[config.mk]
export PLATFORM = sky130hd
export DESIGN_NAME = pcie3_intx_requester
export DESIGN_NICKNAME = d
export VERILOG_FILES = /design/src/rtl/pcie3_intx_requester.sv
export SDC_FILE = /design/constraint.sdc
export NUM_CORES = 1
export LEC_CHECK = 0
export CAP_MARGIN = 20
export CORE_MARGIN = 2
export CORE_UTILIZATION = 45
export DETAILED_ROUTE_END_ITERATION = 10
export GPL_ROUTABILITY_DRIVEN = 0
export PLACE_DENSITY = 0.8
export SYNTH_ARGS = -nofsm -noshare
export SYNTH_HDL_FRONTEND = slang
export SYNTH_SLANG_ARGS = --single-unit
[constraint.sdc]
create_clock -name aclk -period 3.7 [get_ports aclk]
set_input_delay 0.74 -clock aclk [delete_from_list [all_inputs] [get_ports aclk]]
set_output_delay 0.74 -clock aclk [all_outputs]
set_load 0.05 [all_outputs]
[src/rtl/pcie3_intx_requester.sv]
// pcie3_intx_requester
// Legacy INTx interrupt requester for the PCIe3 configuration interrupt
// interface. Per-line level requests from user logic are turned into one
// INTx assert/deassert change at a time on m_intx_vector. Each change is
// held until the core pulses m_sent, or until the optional timeout expires.
//
// Ports:
//   aclk          clock, rising edge
//   reset         synchronous, active-high reset
//   irq_req       level interrupt requests, one bit per INTx line
//   irq_disable   Command register Interrupt Disable bit
//   err_clr       single-cycle pulse clearing timeout_err
//   m_intx_vector INTx assert state presented to the core
//   m_sent        single-cycle pulse: the core has sent the INTx message
//   m_pending     registered copy of irq_req (Interrupt Status)
//   irq_state     INTx state as confirmed by the core
//   busy          a change is waiting for m_sent
//   timeout_err   sticky: m_sent did not arrive within C_TIMEOUT_CYCLES
module pcie3_intx_requester #(
  parameter int C_INTX_VECTOR_WIDTH = 4,
  parameter int C_TIMEOUT_CYCLES    = 1024
) (
  input  logic                           aclk,
  input  logic                           reset,
  input  logic [C_INTX_VECTOR_WIDTH-1:0] irq_req,
  input  logic                           irq_disable,
  input  logic                           err_clr,
  output logic [C_INTX_VECTOR_WIDTH-1:0] m_intx_vector,
  input  logic                           m_sent,
  output logic [C_INTX_VECTOR_WIDTH-1:0] m_pending,
  output logic [C_INTX_VECTOR_WIDTH-1:0] irq_state,
  output logic                           busy,
  output logic                           timeout_err
);

  localparam int W      = C_INTX_VECTOR_WIDTH;
  localparam int IW     = (W > 1) ? $clog2(W) : 1;
  localparam int CW_RAW = $clog2(C_TIMEOUT_CYCLES + 1);
  localparam int CW     = (CW_RAW < 1) ? 1 : CW_RAW;

  localparam logic [0:0] ST_IDLE = 1'b0;
  localparam logic [0:0] ST_WAIT = 1'b1;

  localparam logic [CW-1:0] CNT_LAST = (C_TIMEOUT_CYCLES == 0) ? '0 : CW'(C_TIMEOUT_CYCLES - 1);
  localparam logic [CW-1:0] CNT_MAX  = '1;

  logic [0:0]    state_q,     state_d;
  logic [W-1:0]  vec_q,       vec_d;
  logic [W-1:0]  pend_q,      pend_d;
  logic [W-1:0]  irq_state_q, irq_state_d;
  logic          busy_q,      busy_d;
  logic          err_q,       err_d;
  logic [IW-1:0] ptr_q,       ptr_d;
  logic [IW-1:0] idx_q,       idx_d;
  logic [CW-1:0] cnt_q,       cnt_d;

  logic [W-1:0]  desired;
  logic [W-1:0]  diff;
  logic          found;
  logic [IW-1:0] pick;
  logic [IW-1:0] cand_idx;
  int            rr_cand;

  // Round-robin search: first line with a pending change, starting at ptr
  // and wrapping. Arithmetic is done in int so non-power-of-2 widths wrap
  // at W rather than at 2**IW.
  always_comb begin
    desired  = irq_req & ~{W{irq_disable}};
    diff     = desired ^ vec_q;
    found    = 1'b0;
    pick     = '0;
    rr_cand  = 0;
    cand_idx = '0;
    for (int k = 0; k < W; k++) begin
      rr_cand = int'(ptr_q) + k;
      if (rr_cand >= W) rr_cand = rr_cand - W;
      cand_idx = IW'(rr_cand);
      if (!found && diff[cand_idx]) begin
        found = 1'b1;
        pick  = cand_idx;
      end
    end
  end

  // NOTE: every _d starts from its _q so no path through this block leaves a
  // variable unassigned; that is what keeps synthesis from inferring latches.
  always_comb begin
    state_d     = state_q;
    vec_d       = vec_q;
    pend_d      = irq_req;  // Interrupt Status ignores Interrupt Disable
    irq_state_d = irq_state_q;
    busy_d      = busy_q;
    err_d       = err_q;
    ptr_d       = ptr_q;
    idx_d       = idx_q;
    cnt_d       = cnt_q;

    // Cleared first so a same-cycle timeout below takes priority.
    if (err_clr) err_d = 1'b0;

    if (state_q == ST_IDLE) begin
      // m_sent here is spurious and deliberately ignored.
      if (found) begin
        vec_d[pick] = ~vec_q[pick];
        idx_d       = pick;
        ptr_d       = (int'(pick) == W - 1) ? '0 : pick + 1'b1;
        cnt_d       = '0;
        busy_d      = 1'b1;
        state_d     = ST_WAIT;
      end
    end else begin
      // vec_q is frozen while waiting; new requests wait for IDLE.
      if (m_sent) begin
        irq_state_d[idx_q] = vec_q[idx_q];
        busy_d             = 1'b0;
        state_d            = ST_IDLE;
      end else if (C_TIMEOUT_CYCLES != 0 && cnt_q == CNT_LAST) begin
        err_d              = 1'b1;
        irq_state_d[idx_q] = vec_q[idx_q];
        busy_d             = 1'b0;
        state_d            = ST_IDLE;
      end else if (cnt_q != CNT_MAX) begin
        cnt_d = cnt_q + 1'b1;  // saturates when the timeout is disabled
      end
    end
  end

  // NOTE: non-blocking assignments so every flop samples the values from
  // before this edge, independent of statement order.
  always_ff @(posedge aclk) begin
    if (reset) begin
      state_q     <= ST_IDLE;
      vec_q       <= '0;
      pend_q      <= '0;
      irq_state_q <= '0;
      busy_q      <= 1'b0;
      err_q       <= 1'b0;
      ptr_q       <= '0;
      idx_q       <= '0;
      cnt_q       <= '0;
    end else begin
      state_q     <= state_d;
      vec_q       <= vec_d;
      pend_q      <= pend_d;
      irq_state_q <= irq_state_d;
      busy_q      <= busy_d;
      err_q       <= err_d;
      ptr_q       <= ptr_d;
      idx_q       <= idx_d;
      cnt_q       <= cnt_d;
    end
  end

  assign m_intx_vector = vec_q;
  assign m_pending     = pend_q;
  assign irq_state     = irq_state_q;
  assign busy          = busy_q;
  assign timeout_err   = err_q;

endmodule
==> metrics.txt <==
YS warnings 0; Via density ~5.6; Max FO, Critical Path 9; critical path cell sequence clkdlybuf4s50_1 > nand2b_1 > xnor2_1 > o21ai_0 > a21o_1 > inv_1 > ha_1 > a21boi_0 > nand3b_1 > o221ai_1; ANT cells 0; later-pin clock latency in the skew report roughly 320 ps; Final Hold Fails 0; Final Power between 1 and 1.5 mW; Main synth FF type dfxtp_1; Avg WL per Cell 13.7 microns; cell area after synthesis 1650 sq um; drt total wl approximately 3500 microns; post-DP HPWL approximately 2500 microns; # hold bufs at CTS 0; Core Footprint around 3400 sq um; clock skew between 5 and 6 ps; RSZ-0062 raised after global routing no; post-synthesis instance total 189; grt met2 use 26.8%; GRT met1 Usage 26.1%; All-Layer GR Usage 18.4%; crit end category flop; period utilization approximately four fifths; CTS tree yes; total grt overflow 0; hold crit path type flop to flop; CTS Sinks 30; Final Setup Violations 0; Rows 21; Critical Path AT 3180 ps; CP peak stage delay roughly 540 ps; layout cell share with drive strength beyond 1 8.02%; routed vias 1456; # nets final 227; Die X-Extent approximately 65 microns; vias in the first global route 1258; most used routing layer met2; Layout area overhead 19.1%; sequential fraction of the synthesis area between 30% and 40%; worst slew pin tran about 840 ps; Setup TNS Final 0 ps; CP max stage cell clkdlybuf4s50_1; Initial Utilization 48.3%; fmax around 0.34 GHz; status finished, final reports clean; die span in y 64.5 microns; placed inst area between 1500 and 2000 sq um; largest net degree at the start of global routing 28; initial antenna violation count 0; cell area after layout between 1500 and 2000 sq um; Net Count, Synth 203; Max Cap Viol 0; Crit path max-delay family compound AO/OA/AOI/OAI gates; first-pass GRT wire length 6000 microns; antenna viol nets, final 0; Die ar. 4160 sq um; io pins 23; Root Buffer clkbuf_4; Startpoint Class primary input; pwr dens around 650 nW/um^2; peak supply drop approximately 410 uV; H-tree levels 2; initial drt markers about 130; met3 Usage GRT slightly below 5%; Synth cell types 44; Worst Path Required between 3000 and 4000 ps; number of synthesized flops with an enable pin 0; CTS Buf Count 5; Synth async-reset ratio 0%; flops & latches, synth 30; Residual DRC 0; WS Path Type primary input to flop; CP Buf/Inv Count 2; leak pwr 0.660 nW; post-CTS setup buffers 0; Slew HR 43.6%; drt pass-1 iters 4; Clock Pin Slew Worst Setup and Hold Paths 90 ps; post_cts resized 0; IO buf count 22; Slew Viols, Final 0; Syn Area/Cell just under 9 sq um; Clock Path Buffers 2; min Tclk post-route just under 3000 ps
==> kinds of logic (layout without fill, tap and decap cells) <==
group	Yosys count	count (layout)	share of synthesized area, %
and+or+nand+nor	71	71	24.5
AOI/OAI and AO/OA	54	54	24.4
muxes	2	2	1.29
adders and majority gates	5	5	3.79
xor gates and xnor gates	11	11	5.84
DFF	30	30	36.4
buffers and inverters	16	39	3.79
==> cell usage in the layout (no fill, tap or decap), types with 2 or more instances in the layout <==
cell type | synthesis | final
a31oi_1 | 5 | 5
inv_1 | 9 | 9
o21ai_0 | 7 | 7
o221ai_2 | 2 | 2
nand2b_1 | 6 | 6
nand4b_1 | 2 | 2
nor2b_1 | 7 | 7
a21oi_1 | 10 | 10
xnor2_1 | 11 | 11
a311oi_1 | 3 | 3
nand2_1 | 10 | 10
clkbuf_4 | 0 | 5
buf_4 | 0 | 2
nand3b_1 | 8 | 8
nand3_1 | 7 | 7
o221ai_1 | 4 | 4
o21bai_1 | 4 | 4
a211oi_1 | 2 | 2
a21boi_0 | 4 | 4
clkdlybuf4s50_1 | 0 | 22
o2111ai_1 | 4 | 4
nand4_1 | 3 | 3
ha_1 | 5 | 5
nor2_1 | 18 | 18
dfxtp_1 | 30 | 30
a21o_1 | 2 | 2
==> cell type report <==
| cell class | instances | area [sq um] |
|---|---|---|
| Sequential cell | 30 | 601 |
| Clock buffer | 6 | 51.3 |
| Inverter | 9 | 33.8 |
| Timing Repair Buffer | 24 | 235 |
| Fill cell | 327 | 1450 |
| Multi-Input combinational cell | 143 | 986 |
| Tap cell | 46 | 57.6 |
==> registers in the layout, summed over array words and instances, names as in the netlist <==
register / flops
ptr_q: 2
cnt_q: 11
m_intx_vector: 4
irq_state: 4
timeout_err: 1
busy: 1
state_q: 1
m_pending: 4
idx_q: 2
==> worst paths after layout <==
| kind | from | end | slack (ps) | depth (start not counted) |
|---|---|---|---|---|
| max | irq_disable | m_intx_vector[3] | 760 | 10 |
| min | cnt_q[10] | cnt_q[10] | 470 | 2 |
| max reg2reg | m_intx_vector[2] | m_intx_vector[3] | 1370 | 9 |
| min reg2reg | cnt_q[10] | cnt_q[10] | 470 | 2 |
==> Yosys cell counts (2+ instances only) <==
cell | count | area, sq um
a211oi_1 | 2 | 15.0
a21boi_0 | 4 | 30.0
a21o_1 | 2 | 15.0
a21oi_1 | 10 | 50.1
a311oi_1 | 3 | 26.3
a31oi_1 | 5 | 31.3
buf_2 | 2 | 10.0
clkbuf_1 | 5 | 18.8
dfxtp_1 | 30 | 601
ha_1 | 5 | 62.6
inv_1 | 9 | 33.8
nand2_1 | 10 | 37.5
nand2b_1 | 6 | 37.5
nand3_1 | 7 | 35.0
nand3b_1 | 8 | 60.1
nand4_1 | 3 | 18.8
nand4b_1 | 2 | 17.5
nor2_1 | 18 | 67.6
nor2b_1 | 7 | 43.8
o2111ai_1 | 4 | 35.0
o21ai_0 | 7 | 35.0
o21bai_1 | 4 | 30.0
o221ai_1 | 4 | 35.0
o221ai_2 | 2 | 30.0
xnor2_1 | 11 | 96.3
==> tightest hold or removal path, cell delays in order (launching register included) <==
cell     delay, ps
dfxtp_1        340
inv_1           60
nor2_1          40
==> through the flow <==
stage	std cells	hold WS [ps]	util [%]	worst slack, ps
3_5_place_dp	252	453	56.0	472
4_1_cts	258	467	57.5	800
3_3_place_gp	252	444	56.0	516
6_report	258	469	57.5	764
2_1_floorplan	189	432	-	1360
5_1_grt	258	497	57.5	534
==> metal layers <==
metal,routed length [microns],vias up
li1,-,736
met1,1770,677
met2,1550,41
met3,180,2
met4,27,0
met5,0,-
==> where the power goes <==
group	total (mW)	switching, mW	internal [mW]	leakage [nW]
clock	0.189	0.104	0.0854	0.0302
combinational	0.631	0.400	0.231	0.385
sequential	0.448	0.0756	0.372	0.245
Note: power is estimated with default switching activity, not from simulation.
